File: src/rtl/fetch_queue.sv
// fetch_queue
//
// Instruction prefetch queue between a synchronous instruction ROM and the
// IF/ID pipeline register. It owns the fetch PC and issues one sequential ROM
// read at a time while there is room. Fetched {instruction, PC} pairs are
// buffered in a circular queue of DEPTH entries. The head entry is presented
// through a valid/ready handshake. A taken branch (flush) discards the
// buffered entries and any in-flight fetch, then restarts fetch at the
// branch target.
//
// State table:
//   IDLE     | reset, or go low with no read outstanding
//   RUN      | fetching or draining
//   REDIRECT | the single cycle after a flush; fetch_pc already holds target
//
// Ports:
//   clk             in   clock, rising edge
//   reset           in   synchronous active-low reset
//   go              in   fetch enable
//   rom_read_enable out  ROM read request this cycle
//   rom_addr        out  ROM read address (fetch PC)
//   rom_inst        in   ROM data, valid the cycle after the request
//   flush           in   taken branch; redirect fetch
//   flush_addr      in   branch target
//   out_valid       out  head entry valid
//   out_ready       in   consumer accepts head
//   out_inst        out  head instruction (0 when empty)
//   out_pc          out  head PC (0 when empty)
//   count           out  occupied entries

module fetch_queue #(
  parameter int unsigned           XLEN     = 32,
  parameter int unsigned           DEPTH    = 4,
  parameter logic [XLEN-1:0]       RESET_PC = '0,
  parameter logic [XLEN-1:0]       PC_STEP  = XLEN'(4)
) (
  input  logic                         clk,
  input  logic                         reset,
  input  logic                         go,
  output logic                         rom_read_enable,
  output logic [XLEN-1:0]              rom_addr,
  input  logic [XLEN-1:0]              rom_inst,
  input  logic                         flush,
  input  logic [XLEN-1:0]              flush_addr,
  output logic                         out_valid,
  input  logic                         out_ready,
  output logic [XLEN-1:0]              out_inst,
  output logic [XLEN-1:0]              out_pc,
  output logic [$clog2(DEPTH+1)-1:0]   count
);

  localparam int CW = $clog2(DEPTH + 1);
  localparam int PW = $clog2(DEPTH);

  typedef enum logic [1:0] {
    IDLE     = 2'd0,
    RUN      = 2'd1,
    REDIRECT = 2'd2
  } state_t;

  state_t          state;
  logic [XLEN-1:0] fetch_pc;
  logic [XLEN-1:0] req_pc;
  logic            inflight;
  logic [PW-1:0]   head;
  logic [PW-1:0]   tail;

  logic [XLEN-1:0] q_inst [DEPTH];
  logic [XLEN-1:0] q_pc   [DEPTH];

  logic            deq;
  logic            wr;
  logic            issue;
  logic [CW:0]     demand;

  assign out_valid = (count != '0);
  assign deq       = out_valid & out_ready & ~flush;

  // Slots already committed (buffered plus the outstanding read) after this
  // cycle's dequeue; one extra bit so DEPTH itself is representable.
  assign demand = {1'b0, count} + (CW+1)'(inflight) - (CW+1)'(deq);

  // The REDIRECT cycle may issue: the queue is already empty and fetch_pc
  // already holds the target, which gives the target at the head in F+3.
  // Reading during reset is suppressed since the response would be dropped.
  assign issue = reset & go & ~flush & (demand < (CW+1)'(DEPTH));

  assign rom_read_enable = issue;
  assign rom_addr        = fetch_pc;

  // A response arriving in a flush cycle belongs to the discarded path.
  assign wr = inflight & ~flush;

  assign out_inst = out_valid ? q_inst[head] : '0;
  assign out_pc   = out_valid ? q_pc[head]   : '0;

  always_ff @(posedge clk) begin
    if (!reset) begin
      state    <= IDLE;
      fetch_pc <= RESET_PC;
      req_pc   <= RESET_PC;
      inflight <= 1'b0;
      head     <= '0;
      tail     <= '0;
      count    <= '0;
    end else if (flush) begin
      state    <= REDIRECT;
      fetch_pc <= flush_addr;
      inflight <= 1'b0;
      head     <= '0;
      tail     <= '0;
      count    <= '0;
    end else begin
      // At most one read outstanding: a response cycle clears inflight
      // unless a new read goes out in the same cycle.
      inflight <= issue;
      if (issue) begin
        req_pc   <= fetch_pc;
        fetch_pc <= fetch_pc + PC_STEP;
      end

      if (wr)  tail <= tail + PW'(1);
      if (deq) head <= head + PW'(1);
      count <= count + CW'(wr) - CW'(deq);

      case (state)
        IDLE:     if (go) state <= RUN;
        RUN:      if (!go && !inflight) state <= IDLE;
        REDIRECT: state <= go ? RUN : IDLE;
        default:  state <= IDLE;
      endcase
    end
  end

  // Storage has no reset; entries are only visible through count.
  always_ff @(posedge clk) begin
    if (reset && wr) begin
      q_inst[tail] <= rom_inst;
      q_pc[tail]   <= req_pc;
    end
  end

endmodule

File: config.mk
export PLATFORM = sky130hd
export DESIGN_NAME = fetch_queue
export DESIGN_NICKNAME = d
export VERILOG_FILES = /design/src/rtl/fetch_queue.sv
export SDC_FILE = /design/constraint.sdc
export NUM_CORES = 1
export LEC_CHECK = 0
export CAP_MARGIN = 20
export CORE_MARGIN = 2
export CORE_UTILIZATION = 30
export DETAILED_ROUTE_END_ITERATION = 7
export GPL_ROUTABILITY_DRIVEN = 0
export PLACE_DENSITY = 0.48
export SLEW_MARGIN = 20
export SYNTH_ARGS = -nofsm -noshare
export SYNTH_HDL_FRONTEND = slang
export SYNTH_SLANG_ARGS = --single-unit
export TNS_END_PERCENT = 100
File: constraint.sdc
create_clock -name clk -period 4.2 [get_ports clk]
set_input_delay 1.05 -clock clk [delete_from_list [all_inputs] [get_ports clk]]
set_output_delay 1.05 -clock clk [all_outputs]
set_load 0.1 [all_outputs]
# Word-level counts from Yosys, hierarchy flattened
# Memory sizes are Yosys's and may differ from the RTL's. A register that Yosys moved wholly into a read port is not among the register bits.
# Cells that the tools add are included.
# classes
n_addsub	7
magnitude_cmp	1
mux	10
n_bitwise	8
reduce_logical	5
# op_table
operator	count
2-to-1 mux 32 bit	4
adder 32 x 3 -> 32 bit (second input constant)	1
2-to-1 mux 2 bit	4
bitwise AND 1 bit	6
adder 2 x 1 -> 2 bit (second input constant)	2
adder 3 x 1 -> 4 bit	1
< comparator 4 x 3 -> 1 bit (second input constant)	1
subtractor 4 x 1 -> 4 bit	1
adder 3 x 1 -> 3 bit	1
nonzero test 3 bit	1
subtractor 3 x 1 -> 3 bit	1
2-to-1 mux 1 bit	2
NOT 1 bit	2
AND reduction 2 bit	1
nonzero test 2 bit	1
OR reduction 2 bit	1
logical AND 1 bit	1
# word_totals
ff_bits	72
mem_bits_rw	256
input_bits	69
out_inout_bits	101
elab_cells	39
mem_count	2
# memory_table
name	depth	word_bits	rd	rd_ports_with_merged_regs	write_ports	line	source
q_inst	4	32	1	1	1	68	logic [XLEN-1:0] q_inst [DEPTH];
q_pc	4	32	1	1	1	69	logic [XLEN-1:0] q_pc [DEPTH];

# Depth between registers and ports, before layout
# depth
ltp_word	8
depth_mapped	11
mapped_depth_nobuf	9

# Least setup slack after synthesis
# OpenSTA, ideal clock, no wires.
# synth_timing
kind	input port to output port
startpoint	in flush
endpoint	out rom_read_enable
t_arrival_ns	4.257
required_time_ns	3.150
slack_ns	-1.107
stages	10
n_path_buf	5
cell_sequence	buf_4 -> clkbuf_1 -> or3_1 -> ha_1 -> a311o_1 -> o211a_1 -> buf_6 -> buf_2 -> buf_2 -> nor2_1
# synth_between
elab_chain_len	5
elab_cells_between_ends	6
classes_between	add/sub: 1; order compare: 1; bitwise: 4
# synth_lines
item	line	source
from (decl)	43	input logic flush,
NOT 1 bit (no source line) *	n/a	
bitwise AND 1 bit	77	assign deq = out_valid & out_ready & ~flush;
subtractor 4 x 1 -> 4 bit	81	assign demand = {1'b0, count} + (CW+1)'(inflight) - (CW+1)'(deq);
< comparator 4 x 3 -> 1 bit	86	assign issue = reset & go & ~flush & (demand < (CW+1)'(DEPTH));
bitwise AND 1 bit *	86	
to (decl)	40	output logic rom_read_enable,
# Every way passes the cells marked *; elsewhere a longest branch is shown, timed or not.

# Final worst setup path
# layout_timing
startpoint	in out_ready
endpoint	out rom_read_enable
# layout_between
elab_chain_len	5
# layout_lines
item	line	source
from (decl)	46	input logic out_ready,
bitwise AND 1 bit (2 in series)	77	
subtractor 4 x 1 -> 4 bit	81	
< comparator 4 x 3 -> 1 bit	86	
bitwise AND 1 bit	86	
# No other way between the ends.

==> impl_metrics.py <==
metrics = {
    "run_status": {
        "status": "finished, final reports clean",
    },
    "clock_tree": {
        "clock_path_buffers": 3,
        "cts_tree": "done",
        "numCtsBuffers": 38,
        "clk_latency_ns": 0.55,
        "htreeDepth": 2,
        "cts_root_buf": "clkbuf_16",
        "hold_buffers": 0,
        "clock_sink_count": 330,
        "clk_pin_slew_ns": 0.06,
    },
    "sta": {
        "maxSlewViolCount": 0,
        "skew_ns": 0.0161,
        "finalSetupTns_ns": 0,
        "worst_pin_slew_ns": 1.07,
        "fin_hold_ws_ns": 0.500,
        "rsz0062_at_grt": "false",
        "setup_violations": 0,
        "clock.fmax_mhz": 242,
        "finalCriticalPeriod_ns": 4.13,
        "period_share": 0.983,
        "final.setup.worst_slack_ns": 0.0696,
        "hold_viol": 0,
        "maxSlewHeadroom": 0.281,
    },
    "critical_path": {
        "critPathTopFamily": "buffers and inverters",
        "required_ns": 3.15,
        "crit_slowest_cell": "clkdlybuf4s50_1",
        "cpPeakStageDelay_ns": 0.48,
        "critPathKind": "in2out",
        "ff2ff_path_depth": 9,
        "crit_chain": "clkdlybuf4s50_1 > nand2_1 > or3_4 > ha_4 > a311o_1 > o211a_4 > nor2_4 > buf_12",
        "worstSetupPathDepth": 8,
        "worst-path-buf-inv": 2,
        "worstPathArrival_ns": 3.08,
        "endpoint_kind": "output port",
        "crit_path_max_fanout": 3,
        "cp-start-kind": "primary input",
    },
    "synthesis": {
        "synth_cell_types": 61,
        "yosysTopAreaCell": "edfxtp_1",
        "synth_top_area_share": 0.572,
        "avgSynthCellArea_um2": 15.2,
        "post-synth-top-count-cell": "edfxtp_1",
        "yosysWarnings": 0,
        "synth.cell_area_mm2": 0.0134,
        "synthCells": 883,
        "ys.flop_type": "edfxtp_1",
        "synth_area_leaders": "edfxtp_1, dfxtp_1, mux4_2, and2_1, o21ai_0",
        "ys_seq_elements": 330,
        "yosysSeqAreaShare": 0.682,
        "async_reset_ff_frac": 0,
        "synthesis.nets": 961,
        "ys_top_cells_by_count": "edfxtp_1, dfxtp_1, and2_1",
        "synth_edf_count": 256,
    },
    "grt": {
        "first_global_vias": 8685,
        "grt_pass1_wl_mm": 52.7,
        "grt_max_degree": 74,
        "track_usage": 0.148,
        "grt_overflow": 0,
        "antenna_found_initial": 0,
    },
    "power_and_ir_drop": {
        "power.density_mw_per_mm2": 431,
        "power.total_uw": 7390,
        "p_leak_uw": 0.00544,
        "vdd_drop_max_uv": 238,
    },
    "route": {
        "drt-pass1-iter-count": 5,
        "detailroute.via_count": 8281,
        "wl_per_cell_um": 20.3,
        "totalWireLength_mm": 34.2,
        "vias_per_cell": 4.93,
        "drtIter0Drc": 546,
        "drc": 0,
        "antenna_left": 0,
    },
    "floorplan": {
        "row_count": 77,
        "dieHeight_um": 216,
        "core_mm2": 0.0442,
        "fp.dieArea_mm2": 0.0465,
        "die_w_um": 216,
        "ios": 170,
        "initial_utilization": 0.304,
    },
    "final_layout": {
        "multi_input_area_mm2": 0.00402,
        "n_antenna_cell": 0,
        "area_growth_pct": 27.5,
        "fillCellCount": 4184,
        "seq_area_mm2": 0.00918,
        "nets": 1136,
        "instances_no_fill": 1680,
        "drive_gt1_frac": 0.219,
    },
    "hold_path": {
        "holdPathStages": 0,
        "hp-class": "reg2reg",
    },
    "placed_design": {
        "hpwl_mm": 21.4,
        "pre_cts_ws_ns": 0.0205,
        "portBuffers": 169,
        "place_inst": 1610,
    },
    "run": {
        "maxCapViolCount": 0,
    },
}
==> metrics by stage <==
stage	util	cell area (µm²)
floorplan	-	13500
global placement	0.359	15900
detailed placement	0.359	15900
CTS	0.388	17100
global route	0.388	17100
finish	0.388	17100
==> logic make-up (layout without fill, tap and decap cells) <==
group	Yosys count	in the layout	synth area share
AND/OR/NAND/NOR	244	244	0.102
AO/OA/AOI/OAI	148	148	0.0687
flip-flops	330	330	0.682
XOR/XNOR	6	6	0.00391
buffers and inverters	78	283	0.0242
multiplexers	68	68	0.110
adder cells (fa/ha/maj)	9	9	0.00893
==> placed cells by master (no fill, tap or decap), types with 6 or more instances in the layout <==
master           instances
a21oi_1                 40
a31oi_1                 13
and2_1                  67
buf_12                  13
buf_4                   82
clkbuf_1                10
clkbuf_16               39
clkdlybuf4s50_1        103
clkinv_1                 8
dfxtp_1                 69
edfxtp_1               256
ha_1                     7
inv_1                   12
mux4_2                  64
nand2_1                 35
nand3_1                 50
nand4_1                 13
nor2_1                  19
nor3_1                   7
nor4_1                   8
o21ai_0                 51
o31a_1                  10
or3_1                    6
==> worst paths after layout <==
kind,from,end,slack [ns]
max,out_ready,rom_read_enable,0.07
min,req_pc[28],q_pc[2][28],0.50
max reg2reg,count[0],rom_addr[19],1.36
min reg2reg,req_pc[28],q_pc[2][28],0.50
==> layout make-up <==
cell class	count	area share
inverter	15	0.00328
tap	592	0.0432
multi-input combinational	475	0.234
clock buffer	53	0.0623
clock inverter	17	0.0104
timing repair buffer	198	0.111
sequential	330	0.535
==> sequential cells by signal, indices dropped and copies added (netlist names), named ones only <==
register	cells
q_inst	128
q_pc	128
count	3
head	2
tail	2
inflight	1
req_pc	32
rom_addr	32
==> report_power, final <==
part / switching, µW / total, µW / internal, µW
combinational: 371 / 536 / 165
clock: 1300 / 3270 / 1970
sequential: 52.6 / 3590 / 3530
==> repair_timing <==
item,4_1_cts,5_1_grt
setup buffers,0,0
endpoints found under the setup margin,0,1
gates resized for setup,0,1
==> layer usage <==
metal  wire length (µm)  track usage  vias to the layer above
li1                   -            -                     3808
met1              15300        0.197                     4191
met2              15900        0.235                      237
met3               2220       0.0395                       45
met4                687       0.0478                        0
met5                  0            0                        -
Power figures use the tool's default switching activity.
